==> config.mk <==
export PLATFORM = sky130hd
export DESIGN_NAME = alu_bit_serial_seq
export DESIGN_NICKNAME = d
export VERILOG_FILES = /design/src/rtl/alu_seq_pkg.sv /design/src/rtl/alu_fi_reduce.sv /design/src/rtl/alu_bit_serial_seq.sv
export SDC_FILE = /design/constraint.sdc
export NUM_CORES = 1
export LEC_CHECK = 0
export ABC_AREA = 1
export BUFFER_PORTS_ARGS = -buffer_cell sky130_fd_sc_hd__clkbuf_2
export CAP_MARGIN = 20
export CORE_MARGIN = 5
export CORE_UTILIZATION = 53
export DETAILED_ROUTE_END_ITERATION = 16
export PLACE_DENSITY = 0.81
export SYNTH_ARGS = -nofsm -noshare
export SYNTH_HDL_FRONTEND = slang
export SYNTH_SLANG_ARGS = --single-unit
==> constraint.sdc <==
create_clock -name clk -period 1.8 [get_ports clk]
set_input_delay 0.45 -clock clk [delete_from_list [all_inputs] [get_ports clk]]
set_output_delay 0.45 -clock clk [all_outputs]
set_load 0.01 [all_outputs]
==> src/rtl/alu_seq_pkg.sv <==
// alu_seq_pkg
// Shared types and constants for the bit-serial ALU sequencer.
//   state_t  : sequencer FSM states
//   OP_*     : 3-bit op codes {M,S1,S0} understood by the 1-bit ALU slice
//   lane_of  : one-hot Fi lane that the slice drives for a given op code
package alu_seq_pkg;

  typedef enum logic [1:0] {
    IDLE  = 2'd0,
    SHIFT = 2'd1,
    DONE  = 2'd2
  } state_t;

  localparam logic [2:0] OP_PASS_A    = 3'b000;
  localparam logic [2:0] OP_NOT_A     = 3'b001;
  localparam logic [2:0] OP_XOR       = 3'b010;
  localparam logic [2:0] OP_XNOR      = 3'b011;
  localparam logic [2:0] OP_PASS_A_M  = 3'b100;
  localparam logic [2:0] OP_NOT_A_M   = 3'b101;
  localparam logic [2:0] OP_OR        = 3'b110;
  localparam logic [2:0] OP_NOTA_OR_B = 3'b111;

  // The slice reports each function on its own Fi bit; the M=0/M=1
  // variants of pass-A and not-A share a lane.
  function automatic logic [5:0] lane_of(input logic [2:0] op);
    logic [5:0] lane;
    case (op)
      OP_PASS_A, OP_PASS_A_M: lane = 6'b000001;
      OP_NOT_A,  OP_NOT_A_M:  lane = 6'b000010;
      OP_XOR:                 lane = 6'b000100;
      OP_XNOR:                lane = 6'b001000;
      OP_OR:                  lane = 6'b010000;
      default:                lane = 6'b100000;
    endcase
    return lane;
  endfunction

endpackage

==> src/rtl/alu_fi_reduce.sv <==
// alu_fi_reduce
// Combinational reduction of the slice's one-hot Fi vector to one result bit.
// Optional lane check enabled by macro ALU_LANE_CHECK_EN.
// Ports:
//   alu_f         in  [5:0] Fi from the 1-bit slice
//   r             out       OR-reduction of alu_f
//   op            in  [2:0] latched op code (lane check build only)
//   lane_mismatch out       alu_f differs from the expected lane vector
//                           (lane check build only)
module alu_fi_reduce
  import alu_seq_pkg::*;
(
  input  logic [5:0] alu_f,
  output logic       r
`ifdef ALU_LANE_CHECK_EN
  ,
  input  logic [2:0] op,
  output logic       lane_mismatch
`endif
);

  assign r = |alu_f;

`ifdef ALU_LANE_CHECK_EN
  // A healthy slice either drives only the expected lane (r=1) or nothing.
  assign lane_mismatch = (alu_f != (lane_of(op) & {6{r}}));
`endif

endmodule

==> src/rtl/alu_bit_serial_seq.sv <==
// alu_bit_serial_seq
// Bit-serial sequencer around an external 1-bit ALU slice. Latches two W-bit
// operands and an op code, feeds the slice one bit per cycle (LSB first),
// reduces the slice's Fi back to a result bit and assembles the W-bit result.
// Optional feature macro: ALU_LANE_CHECK_EN (adds sticky lane_err output).
// Ports:
//   clk, rst            clock, asynchronous active-high reset
//   start, op, a_in, b_in  request and operands, sampled only in IDLE
//   busy                high in SHIFT and DONE
//   done                one-cycle pulse, result/zero valid
//   result, zero        assembled result and result==0 flag
//   alu_m/s1/s0         latched op to the slice
//   alu_a, alu_b        current operand bits to the slice
//   alu_f               Fi from the slice (combinational return)
//   lane_err            sticky Fi lane mismatch (ALU_LANE_CHECK_EN only)
//
// state | meaning
// IDLE  | waiting for start
// SHIFT | W cycles, one operand bit per cycle through the slice
// DONE  | publish result/zero, pulse done on the following cycle
module alu_bit_serial_seq
  import alu_seq_pkg::*;
#(
  parameter int W = 8
) (
  input  logic         clk,
  input  logic         rst,
  input  logic         start,
  input  logic [2:0]   op,
  input  logic [W-1:0] a_in,
  input  logic [W-1:0] b_in,
  output logic         busy,
  output logic         done,
  output logic [W-1:0] result,
  output logic         zero,
  output logic         alu_m,
  output logic         alu_s1,
  output logic         alu_s0,
  output logic         alu_a,
  output logic         alu_b,
  input  logic [5:0]   alu_f
`ifdef ALU_LANE_CHECK_EN
  ,
  output logic         lane_err
`endif
);

  localparam int CNT_W = (W > 1) ? $clog2(W) : 1;
  localparam logic [CNT_W-1:0] CNT_LAST = CNT_W'(W - 1);

  state_t           state;
  logic [2:0]       op_q;
  logic [W-1:0]     a_sh;
  logic [W-1:0]     b_sh;
  logic [W-1:0]     res_sh;
  logic [CNT_W-1:0] cnt;
  logic             r;

  assign alu_m  = op_q[2];
  assign alu_s1 = op_q[1];
  assign alu_s0 = op_q[0];

  // Shift registers fill with zeros, so after W shifts (and after reset)
  // they are empty: the slice sees 0 on A/B everywhere outside SHIFT.
  assign alu_a = a_sh[0];
  assign alu_b = b_sh[0];

`ifdef ALU_LANE_CHECK_EN
  logic lane_mismatch;

  alu_fi_reduce u_reduce (
    .alu_f         (alu_f),
    .r             (r),
    .op            (op_q),
    .lane_mismatch (lane_mismatch)
  );
`else
  alu_fi_reduce u_reduce (
    .alu_f (alu_f),
    .r     (r)
  );
`endif

  always_ff @(posedge clk or posedge rst) begin
    if (rst) begin
      state  <= IDLE;
      op_q   <= '0;
      a_sh   <= '0;
      b_sh   <= '0;
      res_sh <= '0;
      cnt    <= '0;
      busy   <= 1'b0;
      done   <= 1'b0;
      result <= '0;
      zero   <= 1'b0;
`ifdef ALU_LANE_CHECK_EN
      lane_err <= 1'b0;
`endif
    end else begin
      done <= 1'b0;
      case (state)
        IDLE: begin
          if (start) begin
            op_q   <= op;
            a_sh   <= a_in;
            b_sh   <= b_in;
            res_sh <= '0;
            cnt    <= '0;
            busy   <= 1'b1;
            state  <= SHIFT;
`ifdef ALU_LANE_CHECK_EN
            lane_err <= 1'b0;
`endif
          end
        end
        SHIFT: begin
          res_sh <= {r, res_sh[W-1:1]};
          a_sh   <= {1'b0, a_sh[W-1:1]};
          b_sh   <= {1'b0, b_sh[W-1:1]};
`ifdef ALU_LANE_CHECK_EN
          if (lane_mismatch) lane_err <= 1'b1;
`endif
          // Terminate on compare so non-power-of-two W works.
          if (cnt == CNT_LAST) begin
            state <= DONE;
          end else begin
            cnt <= cnt + 1'b1;
          end
        end
        DONE: begin
          result <= res_sh;
          zero   <= (res_sh == '0);
          done   <= 1'b1;
          busy   <= 1'b0;
          state  <= IDLE;
        end
        default: begin
          busy  <= 1'b0;
          state <= IDLE;
        end
      endcase
    end
  end

endmodule
=== Word-level counts from Yosys, hierarchy flattened ===
Index checks and enable logic that the tools add are counted.

* $add $sub $neg: 1
* Equal/unequal tests: 6
* Muxes and demuxes: 15
* Bitwise gates (word level): 1
* Reductions and logical operators: 9

{| class="wikitable"
|+ Operators by type and width
! cell !! number
|-
| 8-bit case mux with 2 select lines || 3
|-
| 8-bit 2-to-1 mux || 3
|-
| 8-bit zero test || 1
|-
| 2-bit AND reduction || 4
|-
| 3-bit 2-to-1 mux || 2
|-
| 2-bit != test (second input constant) || 3
|-
| 3-bit case mux with 2 select lines || 1
|-
| 6-bit OR reduction || 1
|-
| 2-bit 2-to-1 mux || 2
|-
| 2-bit case mux with 2 select lines || 1
|-
| 3-bit by 1-bit adder with 3-bit output (second input constant) || 1
|-
| 3-bit == test (second input constant) || 1
|-
| 3-bit AND reduction || 1
|-
| 2-bit by 1-bit == test with 1-bit output (second input constant) || 1
|-
| 2-bit == test (second input constant) || 1
|-
| 2-bit zero test || 1
|-
| 1-bit 2-to-1 mux || 2
|-
| 1-bit case mux with 2 select lines || 1
|-
| 2-bit nonzero test || 1
|-
| 1-bit inverter || 1
|}

* Flip-flop bits (word level): 43
* Input port bits: 28
* Output and inout port bits: 16
* Word-level logic and storage cells: 42

=== Depth between registers and ports, before layout ===
Gate-level depths: netlist of run 1.

* Word-level depth: 3
* Depth in mapped cells: 7

=== Modules after synthesis ===
A second synthesis of run 1 with hierarchy kept.

* Cell total of the unflattened synthesis: 235
* Area, all modules: 1,948.1 sq um

{| class="wikitable"
|+ By module, submodules not included
! module !! instances !! cells each !! area an instance (sq um)
|-
| alu_bit_serial_seq || 1 || 231 || 1,931.9
|-
| alu_fi_reduce || 1 || 4 || 16.3
|}

=== Worst setup path before layout of run 1 ===
OpenSTA, ideal clock, no wires.

* Kind: register to register
* Start point: register cnt[0]
* End point: register cnt[0]
* Setup time: 118 ps
* Arrival: 1,036 ps
* Setup slack: 646 ps
* Stages on the path, launching flop included: 7
* Buffers on the path: 0
* Path through: dfrtp_1 ha_1 ha_1 inv_1 nand2_1 nand3_1 nand2_1

* Cells in the longest elaborated chain, start to end: 3
* Elaborated cells on any way between the ends: 6
* Classes of those cells: add/sub (1); eq/ne (2); mux (2); reduce/logical (1)

{| class="wikitable"
|+ RTL lines
! element !! RTL line !! source
|-
| start: declaration || alu_bit_serial_seq.sv:56 || <nowiki>logic [CNT_W-1:0] cnt;</nowiki>
|-
| start signal: assignment || alu_bit_serial_seq.sv:127 || <nowiki>cnt <= cnt + 1'b1;</nowiki>
|-
| 3-bit by 1-bit adder with 3-bit output or 3-bit == test (tied branches) || alu_bit_serial_seq.sv:127, alu_bit_serial_seq.sv:124 ||
|-
| 3-bit 2-to-1 mux or 2-bit != test (tied branches) || n/a ||
|-
| 3-bit case mux with 2 select lines or 3-bit AND reduction (tied branches) || n/a ||
|}

Several ways; a longest one is shown, not always the timed one. The select of a mux whose other input is x is not followed.
A chain may end at the register's enable or synchronous reset.

=== Worst setup path after layout of run 1 ===
* Start point: register state[1]
* End point: register cnt[2]

* Cells in the longest elaborated chain, start to end: 3
* Elaborated cells on any way between the ends: 7
* Classes of those cells: eq/ne (3); mux (1); reduce/logical (3)

{| class="wikitable"
|+ RTL lines
! element !! RTL line !! source
|-
| start: declaration || alu_bit_serial_seq.sv:51 || <nowiki>state_t state;</nowiki>
|-
| start signal: assignment || alu_bit_serial_seq.sv:86 || <nowiki>state <= IDLE;</nowiki>
|-
| start signal: assignment || alu_bit_serial_seq.sv:110 || <nowiki>state <= SHIFT;</nowiki>
|-
| start signal: assignment || alu_bit_serial_seq.sv:125 || <nowiki>state <= DONE;</nowiki>
|-
| 2-bit by 1-bit == test with 1-bit output or 2-bit zero test (tied branches) || alu_bit_serial_seq.sv:101 || <nowiki>case (state)</nowiki>
|-
| 2-bit != test (no source line) or 2-bit nonzero test (tied branches) || n/a ||
|-
| 3-bit AND reduction (no source line) || n/a ||
|}

Several ways; a longest one is shown, not always the timed one.

==> run summary, run 1 <==
The total half-perimeter wirelength after legalization and detailed placement was 2474 um. Dividing the detail-routed via count by the number of cells gives 4.891. The H-tree generated during clock tree synthesis spans 2 levels.

Clock tree synthesis selected as its root buffer the cell sky130_fd_sc_hd__clkbuf_8. The synthesized netlist occupies a cell area of 0.001961 mm2. The first global-routing pass estimated 6292 um of wire. Entering global routing, the biggest net connects 44 pins. For this design, the CTS-stage hold fixing added 0 buffers.

TritonCTS built the clock tree. The number of top-level pins came out at 44. The tools report the antenna violation net count after detailed routing as 0.

Measured along the x axis, the die boundary spans 70.82 um. The final route contains 1,609 vias. Max-capacitance violation count: 0.

STA classifies the critical path endpoint as a flip-flop. The number of instances in the synthesized netlist was 236. Among all stages on the critical path, the largest delay is contributed by sky130_fd_sc_hd__dfrtp_1. At the worst endpoint, the required time is 1980 ps. The die outline area was 0.005015 mm2. The run gives 0 as the quantity of gates resized following cts.

The clock arrives with 3.249 ps of skew. The die boundary height is 70.82 um. For the pin with the worst max-slew slack, the measured transition is 529.5 ps. The post-synthesis average cell area was 8.308 um2. The number of antenna diodes in the final layout is 0. The largest single stage delay on the critical path is 400 ps. Data on the critical path arrives at its endpoint at 1510 ps. After synthesis the netlist holds a flip-flop and latch count of 43. At the later pin of the worst-skew pair, clock insertion delay measures 290 ps. Most common cell after layout, fill and taps aside: sky130_fd_sc_hd__nand2_1. For the TritonCTS buffer count, the log shows 5. The final worst-path cycle share is 0.7363, and the number of hold violations in the final report is 0. The upper clock frequency limit is 754.5 MHz, and the leakage power summed over all cells is 1.327 nW.

The count of nets after finishing is 310. The total setup violations reported at the end of the flow is 0, and the number of nets in the synthesized netlist is 266. The yosys synthesis warning count was 0.

The run finished with clean final reports. The logs give 3.747 mW for the overall power of the completed layout and 3603 um for the wire length after detailed routing. Post-CTS timing repair inserted 0 buffers for setup. In this run the power density over the cells is 1645 mW/mm2.

The critical path goes through inv_2 > nand2_4 > inv_2 > nand2_1 > nand3_1 > nand2_1. For the deepest clock path buffer count, the log shows 2. STA classifies the critical path startpoint as a flip-flop.

The logs give 0.003633 mm2 for the area of the core region and 0.1551 for the total track usage. The min-delay analysis places its worst path in the category primary input to async pin. The final sum of negative setup slack was 0 ps. The number of port buffers was 43. For this block, the initial DRC count from the detailed router was 98.

Number of antenna violations at the first check in global routing: 0. Compared with the post-synthesis result, the final layout area differs by 16.15%. Before antenna repair, the detailed router went through 4 iterations.

The core utilization of the finished layout came out at 0.6267. The starting density of the core was 0.5396; the max-slew violation count was 0. In the final routed layout, each cell accounts on average for 10.95 um.

Setup repair after global routing left no endpoint under its margin. Across the VDD grid, the largest voltage drop is 0.7727 mV. The standard-cell row count is 22, and the global placer's final weighted congestion is 0.7826. Along the worst path, the maximum fanout reaches 19. The synthesized netlist contains 17 unique library cells. The number of sinks driven by the clock tree was 43; the overall overflow remaining after global route was 0. For the fraction of the yosys area taken by sequential cells, the log shows 0.5488. Fraction of layout cells with a size suffix above 1: 0.2100. The kind of critical path was flip-flop to flip-flop.

The headroom to the max-slew limit is 0.6470, and the minimum clock period after layout is 1325 ps. The library cells used most frequently in the layout, excluding fill and tap cells, are 73 x sky130_fd_sc_hd__nand2_1, 43 x sky130_fd_sc_hd__dfrtp_1, 43 x sky130_fd_sc_hd__clkbuf_2. The clock slew seen by the registers of the worst setup and hold paths came out at 80 ps. The number of global-route vias before repair was 1,462. The detailed-route DRC error count is 0.
==> stage by stage <==
step	instances	instance area, um2	setup WS, ps	hold slack (ps)
floorplan	236	1961	347.3	465.9
CTS	329	2277	457.9	268.2
finish	329	2277	474.6	248.8
global placement	321	2177	546.0	463.6
global route	329	2277	332.5	302.1
detailed placement	321	2177	485.2	468.8
==> kinds of logic (layout without fill, tap and decap cells) <==
| family | after synthesis | count (layout) | share of synthesized area |
|---|---|---|---|
| AO/OA/AOI/OAI | 16 | 16 | 0.04467 |
| buffers and inverters | 49 | 94 | 0.1181 |
| AND/OR/NAND/NOR | 126 | 126 | 0.2757 |
| flip-flops | 43 | 43 | 0.5488 |
| adder cells (fa/ha/maj) | 2 | 2 | 0.01276 |
==> path summary, 6_finish.rpt <==
| path | from | end | slack, ps | cells after the start |
|---|---|---|---|---|
| max in group asynchronous | rst | zero | 1180 | 3 |
| min in group clk | op[0] | op_q[0] | 350 | 3 |
| worst min register to register | op_q[0] | op_q[0] | 480 | 2 |
| worst max register to register | state[1] | cnt[2] | 470 | 6 |
| worst min-delay path | rst | result[4] | 250 | 3 |
| worst max-delay path | state[1] | cnt[2] | 470 | 6 |
==> synthesized netlist by cell type (all sizes together) <==
master  instances  share of area
nand4           1         0.0032
o21ai          10          0.026
dfrtp          43           0.55
o22ai           6          0.019
ha              2          0.013
buf             9          0.041
nand3          37          0.094
nand2          77           0.16
nor2           10          0.019
nand3b          1         0.0038
inv            40          0.077
==> power by group <==
part           switching (mW)  leakage, nW  internal, mW
registers               0.217        0.520          1.40
clock network           0.307       0.0515         0.350
logic                   0.922        0.756         0.550
==> worst max-delay path, delay by kind of cell, from the launching register on <==
| kind | cells | cell delay (ps) |
|---|---|---|
| flops | 1 | 400 |
| buf+inv | 2 | 380 |
| simple gates | 4 | 430 |
==> layer usage <==
| metal | vias to the layer above | part of all wire | GRT usage |
|---|---|---|---|
| met1 | 741 | 0.46 | 0.2088 |
| met4 | 0 | 0.014 | 0.05010 |
| met3 | 6 | 0.077 | 0.05256 |
| met2 | 45 | 0.44 | 0.2369 |
| met5 | - | 0 | 0 |
| li1 | 817 | - | - |
==> sequential cells by signal, indices dropped and copies added, names as in the netlist <==
register and count:
op_q 3, a_sh 8, cnt 3, b_sh 8, busy 1, done 1
res_sh 8, state 2, zero 1, result 8
==> area by class of cell <==
class                           instances  area [um2]
Sequential cell                        43        1076
Clock buffer                            8       100.1
Timing Repair Buffer                   46       237.7
Inverter                               40       150.1
Tap cell                               48       60.06
Fill cell                             342        1356
Multi-Input combinational cell        144       653.1
Note: power is estimated with default switching activity, not from simulation.
==> run 2: changes to the inputs <==
--- a/config.mk
+++ b/config.mk
@@ -5,13 +5,13 @@
 export SDC_FILE = /design/constraint.sdc
 export NUM_CORES = 1
 export LEC_CHECK = 0
-export ABC_AREA = 1
+export ABC_AREA = 0
 export BUFFER_PORTS_ARGS = -buffer_cell sky130_fd_sc_hd__clkbuf_2
 export CAP_MARGIN = 20
 export CORE_MARGIN = 5
-export CORE_UTILIZATION = 53
+export CORE_UTILIZATION = 47
 export DETAILED_ROUTE_END_ITERATION = 16
-export PLACE_DENSITY = 0.81
+export PLACE_DENSITY = 0.77
 export SYNTH_ARGS = -nofsm -noshare
 export SYNTH_HDL_FRONTEND = slang
 export SYNTH_SLANG_ARGS = --single-unit
==> constraint.sdc (replaced) <==
create_clock -name clk -period 1.1 [get_ports clk]
set_input_delay 0.275 -clock clk [delete_from_list [all_inputs] [get_ports clk]]
set_output_delay 0.275 -clock clk [all_outputs]
set_load 0.01 [all_outputs]
==> run 2 against run 1 <==
Effect of this change: sequential cell count did not move; highest routed layer unchanged; utilization up 6.1 points; largest cell class unchanged; clock skew is 3.0 ps higher; the run now ends with setup timing left; sequential share of layout area is 5.1 points lower; cell count shrank 16%; die area grew 3.9%; largest power group is now combinational logic; clock power is 57% higher; critical path depth is 3 lower; fmax is 7.6% higher; critical path type unchanged; worst hold slack got worse by 240 ps; synthesized cell count fell by 35%.
==> run summary, run 2 <==
The run finished, with violations left. The checks that failed: setup timing. In this run, synthesis produced a sequential element count of 43. Final worst slack: -131.8 ps.

Final worst-path cycle share: 1.120. The startpoint identified for the worst register-to-register timing path is state[1]. The number of global-route vias before repair came out at 1,475. For the placement-stage worst setup slack, the log shows -203.3 ps. The startpoint of the most critical setup path was state[1].

Setup violations remaining at the end of the flow were counted as 38. The logs give 0.005212 mm2 for the die outline area and 2 for the count of H-tree levels built during CTS. The post-synthesis async set-or-reset flop share came out at 1.000.

By area the synthesized netlist is led by sky130_fd_sc_hd__dfrtp_1 59%, sky130_fd_sc_hd__mux2i_1 7.2%, sky130_fd_sc_hd__mux2_2 6.8%. At the pin with the least slew margin, the transition time is 290.7 ps. For the number of hold violations in the final report, the log shows 0. The worst setup path is launched from a flip-flop. The logs give -3096 ps for the final sum of negative setup slack and 0 for the max-capacitance violation count.

Reg-to-reg endpoint: result[2]. For this design the top-level I/O count stands at 44. In this run the worst path has a maximum fanout of 10. TritonCTS built the clock tree.

For the detailed-route DRC error count, the log shows 0. The kind of path behind the tightest hold check was primary input to async pin. The run gives 1290 ps as the endpoint required time on the critical path.

The worst setup path is of the flip-flop to flip-flop kind. The floorplan step defined a core boundary enclosing 0.003716 mm2. In this run the power density over the cells is 2643 mW/mm2. After clock tree synthesis, the clock-pin slew on the worst setup and hold paths is 90 ps. The maximum ir drop on the vdd rail came out at 1.231 mV.

The critical path capture point type was a flip-flop. In the routed layout, each cell is associated on average with a via count of 5.061. In this run, the number of DRC markers left after iteration 0 of detailed routing was 77. Summed over all instances, the cell type with the most area after synthesis is sky130_fd_sc_hd__dfrtp_1.

The share of the synthesized area in the top cell type works out to 0.5919. The first global-routing pass estimated 6844 um of wire. Static timing analysis puts the maximum clock frequency at 811.8 MHz.

The routed layout has 1,402 vias. The deepest clock path buffer count was 2; the minimum clock period after layout was 1232 ps. The most common cell after layout, fill and taps aside was sky130_fd_sc_hd__clkbuf_2. Clock skew on the completed layout was measured at 6.204 ps.

For the number of nets in the synthesized netlist, the log shows 184. The logs give 0.4892 for the starting density of the core and 22 for the standard-cell row count. The capturing instance or port of the critical path was result[2].

A synthesized cell averages 11.81 um2. The number of synthesized flops with an enable pin works out to 0. The leakage power summed over all cells was 1.308 nW.

The pre-antenna-repair detailed-routing pass consisted of 4 iterations. The run gives 0 as the max-slew violation count. The fraction of layout cells with a size suffix above 1 is 0.4891, and the antenna violation net count after detailed routing is 0. The yosys synthesis warning count was 0. The core utilization of the finished layout is 0.6875. In this run the horizontal extent of the chip is 72.20 um. The congestion estimate from routability-driven global placement came to 0.7545. The most common cell in the synthesized netlist is sky130_fd_sc_hd__dfrtp_1. The number of sinks driven by the clock tree came out at 43. Counting instances in the post-synthesis netlist gives the leading cell types as 43 x sky130_fd_sc_hd__dfrtp_1, 21 x sky130_fd_sc_hd__nand2_1, 19 x sky130_fd_sc_hd__o21ai_0. For this run, the leading register cell type out of synthesis is sky130_fd_sc_hd__dfrtp_1. The logs give 0.8062 for the headroom to the max-slew limit and 1420 ps for the worst endpoint data arrival time. For flop-to-flop paths, the worst setup slack is -130 ps.

Total power for the finished layout comes to 6.754 mW. After synthesis, the netlist uses 26 different library cells. In this run the clock root is driven by a sky130_fd_sc_hd__clkbuf_8. The number of port buffers is 43, and the number of instances in the synthesized netlist is 154. The repair_antennas step left the layout with diodes totalling 0. Across all hold checks on the routed design, the worst slack comes to 10.52 ps. After detailed routing, the total wire length is 4013 um. In the layout the commonest cells are 43 x sky130_fd_sc_hd__clkbuf_2, 42 x sky130_fd_sc_hd__dfrtp_1, 25 x sky130_fd_sc_hd__buf_4. The overall overflow remaining after global route was 0.

Dividing the detail-routed wire length by the instance count gives 14.49 um. The run gives 258 as the count of nets after finishing. Entering global routing, the biggest net connects 28 pins. The area growth from synthesis to layout is 40.54%. The length in cells of the worst reg-to-reg path came out at 3. The TritonCTS buffer count is 5. The die is 72.20 um tall.

The number of antenna violations at the first check in global routing is 0, and the netlist area before placement is 0.001818 mm2. The total half-perimeter wirelength after legalization and detailed placement is 2828 um. Fraction of the yosys area taken by sequential cells: 0.5919. The later pin in the worst-skew pair is clocked with a latency of 300 ps. The total track usage was 0.1696. Setup repair after global routing could not meet its margin everywhere.
[run 2: worst min-delay path by stage]
stage	depth (start not counted)	endpoint	slack [ps]
after global routing	3	res_sh[2]	30
after floorplan	1	a_sh[0]	270
after global placement	3	result[3]	340
after CTS	3	res_sh[2]	20
after detailed placement	3	result[2]	340
final	3	result[1]	10
[run 2: cell families after synthesis]
| family | synth area share |
|---|---|
| AOI/OAI and AO/OA | 0.1225 |
| and+or+nand+nor | 0.09222 |
| DFF | 0.5919 |
| buffers and inverters | 0.03991 |
| muxes | 0.1397 |
| adders and majority gates | 0.01376 |
[run 2: power breakdown]
group / switching, mW / internal [mW]
sequential: 0.458 / 2.24
clock: 0.572 / 0.454
combinational: 1.29 / 1.74
total: 2.32 / 4.43
[run 2: cell type report]
| class | instances | area, um2 |
|---|---|---|
| fillers | 273 | 1161 |
| flip-flops and latches | 43 | 1077 |
| multi-input cells | 99 | 790.8 |
| repair buffers | 76 | 519.2 |
| clock buffers | 5 | 68.82 |
| well taps | 48 | 60.06 |
| clock inverters | 3 | 23.77 |
| inverters | 3 | 15.01 |
[run 2: what timing repair did]
action / in CTS / in global routing
resized for setup: 28 / 13
setup endpoints to repair: 49 / 57
pin swaps: 2 / 11
hold buffers: 0 / 0
buffers inserted: 10 / 4
gates cloned: 0 / 1
[run 2: metrics by stage]
| step | cells | area (um2) |
|---|---|---|
| final | 277 | 2555 |
| after detailed placement | 255 | 2270 |
| after global routing | 277 | 2555 |
| after floorplan | 154 | 1888 |
| after global placement | 255 | 2270 |
| after CTS | 273 | 2480 |
[run 2: layer usage]
| metal | vias to the layer above | track usage | routed length (um) |
|---|---|---|---|
| met3 | 8 | 0.04571 | 136 |
| met1 | 685 | 0.2129 | 1686 |
| met4 | 0 | 0.06054 | 70 |
| met2 | 25 | 0.2811 | 2120 |
| met5 | - | 0 | 0 |
| li1 | 684 | - | - |
[run 2: worst max-delay path, cell delays in order (launching register included)]
cell	delay (ps)
sky130_fd_sc_hd__dfrtp_2	470
sky130_fd_sc_hd__and2b_1	210
sky130_fd_sc_hd__buf_12	150
sky130_fd_sc_hd__mux2_4	290
==> run 3: changes to the inputs <==
--- a/config.mk
+++ b/config.mk
@@ -9,9 +9,10 @@
 export BUFFER_PORTS_ARGS = -buffer_cell sky130_fd_sc_hd__clkbuf_2
 export CAP_MARGIN = 20
 export CORE_MARGIN = 5
-export CORE_UTILIZATION = 47
+export CORE_UTILIZATION = 49
+export CTS_BUF_LIST = sky130_fd_sc_hd__clkbuf_8
 export DETAILED_ROUTE_END_ITERATION = 16
-export PLACE_DENSITY = 0.77
+export PLACE_DENSITY = 0.8
 export SYNTH_ARGS = -nofsm -noshare
 export SYNTH_HDL_FRONTEND = slang
 export SYNTH_SLANG_ARGS = --single-unit
==> run 3 against run 2 <==
Effect of this change: the run still ends with setup timing left; worst hold slack worse by 4.6 ps; clock power is 23% higher; sequential share of layout area is 1.5 points lower.
==> run summary, run 3 (synthesized netlist as in run 2, its figures left out) <==
The final reports fail on setup timing. The flow ran to the end, but the final reports show violations. Critical path's slowest cell: sky130_fd_sc_hd__dfrtp_2.

TritonCTS built the clock tree. Starting density of the core: 0.5003. The run gives 4 as the detailed-routing iteration count for the pre-antenna-repair pass.

Across the VDD grid, the largest voltage drop is 1.275 mV. The first global-routing pass estimated 6706 um of wire. For the final antenna diode count, the log shows 0. The logs give 260 for the count of nets after finishing and 0.379 for the portion of total power attributed to sequential cells. The run gives 0.176 as the clock share of power. The worst setup path is launched from a flip-flop. The die boundary height was 70.91 um; the x dimension of the die was 70.91 um.

The tools report the upper clock frequency limit as 769.3 MHz. The total track usage was 0.1709; the headroom to the max-slew limit was 0.8201. The final worst slack was -199.9 ps. The worst endpoint data arrival time came out at 1480 ps. The deepest clock path buffer count was 2; the slew of the pin with the lowest slew margin was 269.1 ps. Clock-pin slew was measured on the worst setup and hold paths at 80 ps. In the routed design, unresolved DRC markers number 0.

The logs give 0.002300 mm2 for the total placed instance area and 0.445 for the share of total power in combinational logic. For this design the top-level I/O count stands at 44. The fraction of layout cells with a size suffix above 1 works out to 0.5195. Setup violations remaining at the end of the flow were counted as 41.

The internal power was 4.854 mW. The tool flagged a number of max-cap violations equal to 0. On the worst path, the slowest cell contributes a delay of 490 ps. The worst path in the final design needs a cycle of 1300 ps, including I/O delays and setup.

In this run the worst path has a maximum fanout of 11. The kind of critical path was flip-flop to flip-flop. The library cell used most frequently in the layout, excluding fill and tap cells, is sky130_fd_sc_hd__clkbuf_2. The buffers plus inverters on the worst setup path was 1; the power per cell area was 2721 mW/mm2. The total via count after detailed routing was 1,438. In the final routed layout, each cell accounts on average for 15.20 um.

The tools report the leakage power summed over all cells as 1.362 nW. Clock tree synthesis selected as its root buffer the cell sky130_fd_sc_hd__clkbuf_8. The run gives 44 as the maximum number of pins on one net before global-route repair.

The kind of path behind the tightest hold check was primary input to async pin. Number of antenna violations at the first check in global routing: 0. The switching power share of the total came out at 0.3280. In this run the power spent charging and discharging nets is 2.369 mW. The area growth from synthesis to final layout is 46.04%, and the global placer's final weighted congestion is 0.7506. Setup repair after global routing could not meet its margin everywhere. For the max-slew violation count, the log shows 0. The worst setup path is captured at a flip-flop. The mean number of vias per cell was 5.154; the number of global-route vias before repair was 1,464.

The die outline area was 0.005028 mm2; the antenna violation net count after detailed routing was 0. The number of port buffers came out at 43. The floorplan has 22 rows. The endpoint required time on the critical path is 1280 ps.

The cell family contributing the most delay on the critical path is flip-flops. The clock net in this run drives a total of 43 sinks. The overall overflow remaining after global route came out at 0. The clock tree synthesis step divided the H-tree into 2 levels. The final worst-path cycle share is 1.182.

The clock reaches the later pin of the worst-skew pair after 290 ps. Summed over all nets, the half-perimeter wirelength after detailed placement is 2729 um. In the final timing run, aggregate negative setup slack is -4718 ps. The run gives 4.318 ps as the post-route clock skew. TritonCTS created 5 clock buffers. The tools report the slack of the worst reg-to-reg path as -200 ps. The core region is 0.003633 mm2.

For the final non-filler cell area, the log shows 0.002655 mm2. For the wire length after detailed routing, the log shows 4242 um. The signal on the critical path passes through and2b_2 > buf_12 > mux2_4. The first routing iteration left 108 violations. The run gives 0 as the number of hold violations in the final report.

In the layout the commonest cells are 42 x sky130_fd_sc_hd__clkbuf_2, 41 x sky130_fd_sc_hd__dfrtp_1, 23 x sky130_fd_sc_hd__buf_4.
-- run 3: final cells by class --
cell class              instances  area [um2]
well taps                      48       60.06
multi-input cells              99       794.5
fillers                       261       978.4
clock buffers                   6       82.58
flip-flops and latches         43        1079
inverters                       3       15.01
clock inverters                 2       35.03
repair buffers                 78       589.3
-- run 3: stage by stage --
step	hold slack (ps)	power, mW	setup slack, ps	cells	utilization
final	5.929	7.223	-199.9	279	0.7307
after global routing	25.52	7.727	-214.8	279	0.7307
after CTS	8.948	6.697	-167.9	268	0.6835
after detailed placement	331.9	5.250	-198.2	254	0.6329
after global placement	333.2	5.088	-146.5	254	0.6329
after floorplan	272.9	4.243	-127.8	154	-
-- run 3: path summary, 6_finish.rpt --
check | start | end | depth (start not counted)
worst min register to register | b_sh[3] | b_sh[3] | 2
max in group asynchronous | rst | state[0] | 3
min in group clk | alu_f[5] | res_sh[7] | 3
worst max-delay path | state[1] | result[7] | 3
worst max register to register | state[1] | result[7] | 3
worst min-delay path | rst | result[3] | 3
-- run 3: power groups by stage --
stage / sequential (mW) / clock, mW / combinational [mW]
detailed placement: 2.72 / 0 / 2.53
CTS: 2.70 / 1.29 / 2.70
global route: 2.82 / 1.37 / 3.53
floorplan: 2.73 / 0 / 1.52
finish: 2.74 / 1.27 / 3.21
global placement: 2.68 / 0 / 2.40
-- run 3: timing repair --
action                     4_1_cts  5_1_grt
gates cloned                     0        2
pin swaps                        0        4
resized for setup                9       35
setup endpoints to repair       45       56
buffers inserted                 6       10
hold buffers                     0        0
-- run 3: worst min-delay path, cell delays in order --
cell	delay, ps
sky130_fd_sc_hd__clkbuf_2	100
sky130_fd_sc_hd__clkinvlp_4	70
sky130_fd_sc_hd__buf_12	230
-- run 3: metal layers --
metal | part of all wire | vias to the layer above | track usage | routed length [um]
li1 | - | 696 | - | -
met1 | 0.42 | 695 | 0.2112 | 1769
met2 | 0.52 | 36 | 0.2781 | 2212
met3 | 0.040 | 11 | 0.04972 | 169
met4 | 0.021 | 0 | 0.07516 | 91
met5 | 0 | - | 0 | 0
